**config.mk**
```make
export PLATFORM = sky130hd
export DESIGN_NAME = pci_burst_addr_gen
export DESIGN_NICKNAME = d
export VERILOG_FILES = /design/src/rtl/pci_burst_addr_gen.sv
export SDC_FILE = /design/constraint.sdc
export NUM_CORES = 1
export LEC_CHECK = 0
export CAP_MARGIN = 20
export CORE_ASPECT_RATIO = 2
export CORE_MARGIN = 5
export CORE_UTILIZATION = 39
export CTS_BUF_LIST = sky130_fd_sc_hd__clkbuf_4
export DETAILED_ROUTE_END_ITERATION = 16
export PLACE_DENSITY = 0.61
export SETUP_SLACK_MARGIN = 0.1
export SYNTH_ARGS = -nofsm -noshare
export SYNTH_HDL_FRONTEND = slang
export SYNTH_SLANG_ARGS = --single-unit
```
**constraint.sdc**
```tcl
create_clock -name clk -period 2.15 [get_ports clk]
set_clock_uncertainty 0.2 [all_clocks]
set_input_delay 0.43 -clock clk [delete_from_list [all_inputs] [get_ports clk]]
set_output_delay 0.43 -clock clk [all_outputs]
set_load 0.005 [all_outputs]
```
**src/rtl/pci_burst_addr_gen.sv**
```systemverilog
// PCI burst address generator: turns a PCI command, burst order and start address
// into a paced sequence of memory word addresses. Optional macro ADDR_PARITY_EN adds add_par.
module pci_burst_addr_gen #(
    parameter int ADDR_W     = 8,
    parameter int LINE_WORDS = 4,
    parameter int MULT_LINES = 2
) (
    input  logic              clk,
    input  logic              rst,
    input  logic              en,
    input  logic [3:0]        cmd,
    input  logic [1:0]        mode,
    input  logic [ADDR_W-1:0] local_address,
    input  logic              mem_ready,
    input  logic              abort,
    output logic [ADDR_W-1:0] add_2_mem,
    output logic              addr_valid,
    output logic              busy,
    output logic              done,
`ifdef ADDR_PARITY_EN
    output logic              add_par,
`endif
    output logic              err
);

    localparam int OFF_W     = $clog2(LINE_WORDS);
    localparam int MAX_BEATS = LINE_WORDS * MULT_LINES;
    localparam int CNT_W     = $clog2(MAX_BEATS + 1);

    typedef enum logic [1:0] {
        IDLE  = 2'd0,
        BURST = 2'd1,
        DONE  = 2'd2
    } state_t;

    state_t             state_q, state_d;
    logic [ADDR_W-1:0]  addr_q, addr_d;
    logic [CNT_W-1:0]   remain_q, remain_d;
    logic [OFF_W-1:0]   lineBeat_q, lineBeat_d;
    logic [OFF_W-1:0]   startOff_q, startOff_d;
    logic               wrap_q, wrap_d;
    logic               err_q, err_d;
`ifdef ADDR_PARITY_EN
    logic [3:0]         cmd_q, cmd_d;
`endif

    logic               cmdLegal;
    logic [CNT_W-1:0]   burstLen;

    // Reserved burst orders (mode[0] set) collapse any legal command to a single beat.
    always_comb begin
        cmdLegal = 1'b1;
        burstLen = CNT_W'(1);
        case (cmd)
            4'b0110, 4'b0111: burstLen = CNT_W'(1);
            4'b1110, 4'b1111: burstLen = CNT_W'(LINE_WORDS);
            4'b1100:          burstLen = CNT_W'(MAX_BEATS);
            default:          cmdLegal = 1'b0;
        endcase
        if (mode[0]) begin
            burstLen = CNT_W'(1);
        end
    end

    always_ff @(posedge clk or negedge rst) begin
        if (!rst) begin
            state_q    <= IDLE;
            addr_q     <= '0;
            remain_q   <= '0;
            lineBeat_q <= '0;
            startOff_q <= '0;
            wrap_q     <= 1'b0;
            err_q      <= 1'b0;
`ifdef ADDR_PARITY_EN
            cmd_q      <= '0;
`endif
        end else begin
            state_q    <= state_d;
            addr_q     <= addr_d;
            remain_q   <= remain_d;
            lineBeat_q <= lineBeat_d;
            startOff_q <= startOff_d;
            wrap_q     <= wrap_d;
            err_q      <= err_d;
`ifdef ADDR_PARITY_EN
            cmd_q      <= cmd_d;
`endif
        end
    end

    always_comb begin
        state_d    = state_q;
        addr_d     = addr_q;
        remain_d   = remain_q;
        lineBeat_d = lineBeat_q;
        startOff_d = startOff_q;
        wrap_d     = wrap_q;
        err_d      = 1'b0;
`ifdef ADDR_PARITY_EN
        cmd_d      = cmd_q;
`endif
        case (state_q)
            IDLE: begin
                if (en) begin
                    if (cmdLegal) begin
                        state_d    = BURST;
                        addr_d     = local_address;
                        remain_d   = burstLen;
                        lineBeat_d = '0;
                        startOff_d = local_address[OFF_W-1:0];
                        wrap_d     = (mode == 2'b10);
`ifdef ADDR_PARITY_EN
                        cmd_d      = cmd;
`endif
                    end else begin
                        err_d = 1'b1;
                    end
                end
            end
            BURST: begin
                // Abort takes priority, so a beat offered in the same cycle is dropped.
                if (abort) begin
                    state_d = DONE;
                end else if (mem_ready) begin
                    if (remain_q == CNT_W'(1)) begin
                        state_d = DONE;
                    end else begin
                        remain_d = remain_q - CNT_W'(1);
                        if (!wrap_q) begin
                            addr_d = addr_q + ADDR_W'(1);
                        end else if (lineBeat_q == OFF_W'(LINE_WORDS - 1)) begin
                            addr_d     = {addr_q[ADDR_W-1:OFF_W] + 1'b1, startOff_q};
                            lineBeat_d = '0;
                        end else begin
                            addr_d     = {addr_q[ADDR_W-1:OFF_W], addr_q[OFF_W-1:0] + 1'b1};
                            lineBeat_d = lineBeat_q + OFF_W'(1);
                        end
                    end
                end
            end
            DONE: begin
                state_d = IDLE;
            end
            default: begin
                state_d = IDLE;
            end
        endcase
    end

    assign add_2_mem  = addr_q;
    assign addr_valid = (state_q == BURST);
    assign busy       = (state_q == BURST) || (state_q == DONE);
    assign done       = (state_q == DONE);
    assign err        = err_q;
`ifdef ADDR_PARITY_EN
    assign add_par    = addr_valid ? ^{addr_q, cmd_q} : 1'b0;
`endif

endmodule
```
==> reports/metrics.cfg <==
[worst_setup_path]
rr_endpoint = add_2_mem[6]
cp-end-kind = flip-flop
cp_slowest_cell = dfrtp_1
reg2reg_from = state_q[0]
cp.arrival_ps = 1990
r2r_cells = 7
crit_chain = inv_1, ha_1, nor2b_2, a21oi_2, buf_4, o211ai_1, a22o_1
start_kind = flip-flop
slowest_delay_ps = 370
path_class = flip-flop to flip-flop
regToRegSetupSlack_ps = 160
worst_ep_required_time_ps = 2160
crit_fanout = 8

[grt]
grt_overflow = 0
grt_usage = 0.1687
use_met3 = 0.02034
grt.busiest_layer = met2
met1_usage = 0.1704
grt_max_degree = 21
antenna_found_initial = 0
grt_pass1_vias = 1435
grt_pass1_wl_mm = 6.403
grt.met2_usage = 0.3330

[timing]
relSlewSlack = 0.6545
finalHoldViolations = 0
setup_viol_count_final = 0
slew_viol_final = 0
worst_slew_pin_slew_ps = 517.8
fin_crit_sh = 0.9244
finalHoldWorstSlack_ps = 254.2
rsz0062_at_grt = yes
finalCriticalPeriod_ps = 1987
fmax_mhz = 503.2

[clocking]
cts_tree = built
clkLatencyLatePin_ps = 310
path_clk_slew_ps = 120
htreeDepth = 1
cts.path.max_buffers = 2
cts.root.buffer_cell = clkbuf_4
ctsHoldBuffers = 0
numCtsBuffers = 3
cts_sinks = 20

[route]
routed-via-count = 1353
routed_wl_mm = 3.807
vias_per_cell = 5.522
route.detailed.drc = 0
detail-route-antenna-nets = 0
drt_iter0_drc = 16
wl_per_cell_um = 15.54
dr.pass1.iters = 4

[finish]
antennaDiodeCount = 0
post-route-util = 0.5375
syn_to_final_growth_pct = 34.36
fillers = 358
nets = 224
layout-drive-gt1-share = 0.1888

[power]
p_leak_nw = 0.8251
power-per-cell-area_nw_per_um2 = 1353
p_total_w = 0.002595
worst_ir_drop_vdd_uv = 756.4

[yosys]
yosysTopAreaCell = dfrtp_1
syn_avg_cell_area_um2 = 9.392
synthDominantCellAreaShare = 0.3506
syn_inst = 152
synthTopCellsByCount = dfrtp_1 (20), nand2_1 (12), inv_1 (9), o21ai_0 (9), ha_1 (8)
synthesis.area_um2 = 1428
ys_ff_latch = 20
ys.flop_type = dfrtp_1
yosysMostFrequentCell = dfrtp_1
synth-edff-count = 0
synth_cell_types = 52
yosysSeqAreaShare = 0.3506
synth_fp_nets = 179
yosys-top-cells-area = dfrtp_1 (35%), ha_1 (7.0%), o21ai_0 (3.2%)
async_flop_share = 1.000
yosysWarnings = 0

[die]
rows = 31
die-area_um2 = 5044
io_pins = 31
die_h_um = 95.56
die_w_um = 52.78
initial_core_util = 0.4001
coreArea_um2 = 3568

[place]
gp_congestion = 0.7562
dp_hpwl_mm = 3.040
io_buffers = 30

[job]
max_cap_viol_count = 0

[outcome]
status = completed

[worst_hold_path]
hp-class = input port to async pin

-- logic make-up (layout without fill, tap and decap cells) --
kind of cell             count (synthesis)  in the layout  synth area share
flip-flops                              20             20            0.3506
AND/OR/NAND/NOR                         50             50            0.2042
XOR/XNOR                                 1              1          0.006136
AO/OA/AOI/OAI                           51             51            0.2726
multiplexers                             6              6           0.04470
adder cells (fa/ha/maj)                  8              8           0.07012
buffers and inverters                   16             60           0.05170
-- critical path, delay by kind of cell (launching register included) --
kind	cells	cell delay, ps
AO/OA/AOI/OAI	3	610
adder cells (fa/ha/maj)	1	250
buffers and inverters	2	270
flip-flops	1	370
AND/OR/NAND/NOR	1	180
-- per-stage QoR --
step	setup WS, ps	instance area, µm²	TNS, ps	instances
2_1_floorplan	270.8	1428	0	152
3_3_place_gp	-41.71	1847	-312.1	237
3_5_place_dp	-64.40	1847	-483.8	237
4_1_cts	32.17	1898	0	243
5_1_grt	82.59	1918	0	245
6_report	162.6	1918	0	245
-- cells in the final DEF (no fill, tap or decap), types with 2 or more instances in the layout --
cell type / netlist / routed
a211oi_1: 2 / 2
a21o_1: 2 / 2
a21oi_1: 4 / 4
a22o_1: 4 / 4
a31oi_1: 3 / 3
buf_4: 0 / 17
clkbuf_4: 0 / 3
clkdlybuf4s50_1: 0 / 27
dfrtp_1: 20 / 19
dlygate4sd2_1: 0 / 2
ha_1: 8 / 7
inv_1: 9 / 8
mux2_2: 3 / 3
mux2i_1: 3 / 3
nand2_1: 12 / 12
nand2b_1: 5 / 5
nand3_1: 6 / 6
nand3b_1: 3 / 3
nand4_1: 2 / 2
nor2_1: 5 / 5
nor2b_1: 3 / 3
nor2b_2: 2 / 2
nor3_1: 3 / 3
o211ai_1: 5 / 5
o21ai_0: 9 / 9
o31ai_1: 5 / 5
o32ai_1: 2 / 2
-- power by group --
part	internal, W	switching [W]
Sequential	0.000548	0.000243
Clock	0.0000678	0.000119
Combinational	0.000833	0.000784
Total	0.00145	0.00115
-- area by class of cell --
| class | count | area (µm²) | share of cell area |
|---|---|---|---|
| Inverter | 9 | 33.78 | 0.01761 |
| Timing Repair Buffer | 47 | 427.9 | 0.2231 |
| Multi-Input combinational cell | 116 | 867.1 | 0.4521 |
| Tap cell | 49 | 61.31 | 0.03196 |
| Clock buffer | 3 | 22.52 | 0.01174 |
| Sequential cell | 20 | 501.7 | 0.2616 |
| Clock inverter | 1 | 3.754 | 0.001957 |
-- registers in the layout (all words and copies together) (netlist names) --
register,cells
state_q,2
remain_q,4
lineBeat_q,2
add_2_mem,8
wrap_q,1
startOff_q,2
err,1
-- what timing repair did --
item	CTS	global route
resized for setup	5	3
setup buffers	2	2
pin swaps	0	1
cloned	0	0
setup endpoints to repair	3	9
-- metal layers --
layer  vias to the layer above  wire, µm
met5                         -         0
met4                         0        68
met3                         6       170
met2                        37      2189
met1                       652      1379
li1                        658         -
-- how the worst max path moves through the flow --
stage,from,end,slack (ps),depth (start not counted)
2_1_floorplan,state_q[0],remain_q[3],270,7
4_1_cts,state_q[1],addr_valid,30,3
5_1_grt,state_q[1],remain_q[2],80,8
3_5_place_dp,abort,remain_q[3],-60,5
6_report,state_q[0],add_2_mem[6],160,7
3_3_place_gp,cmd[0],add_2_mem[5],-40,6
(Power assumes the default switching activity.)
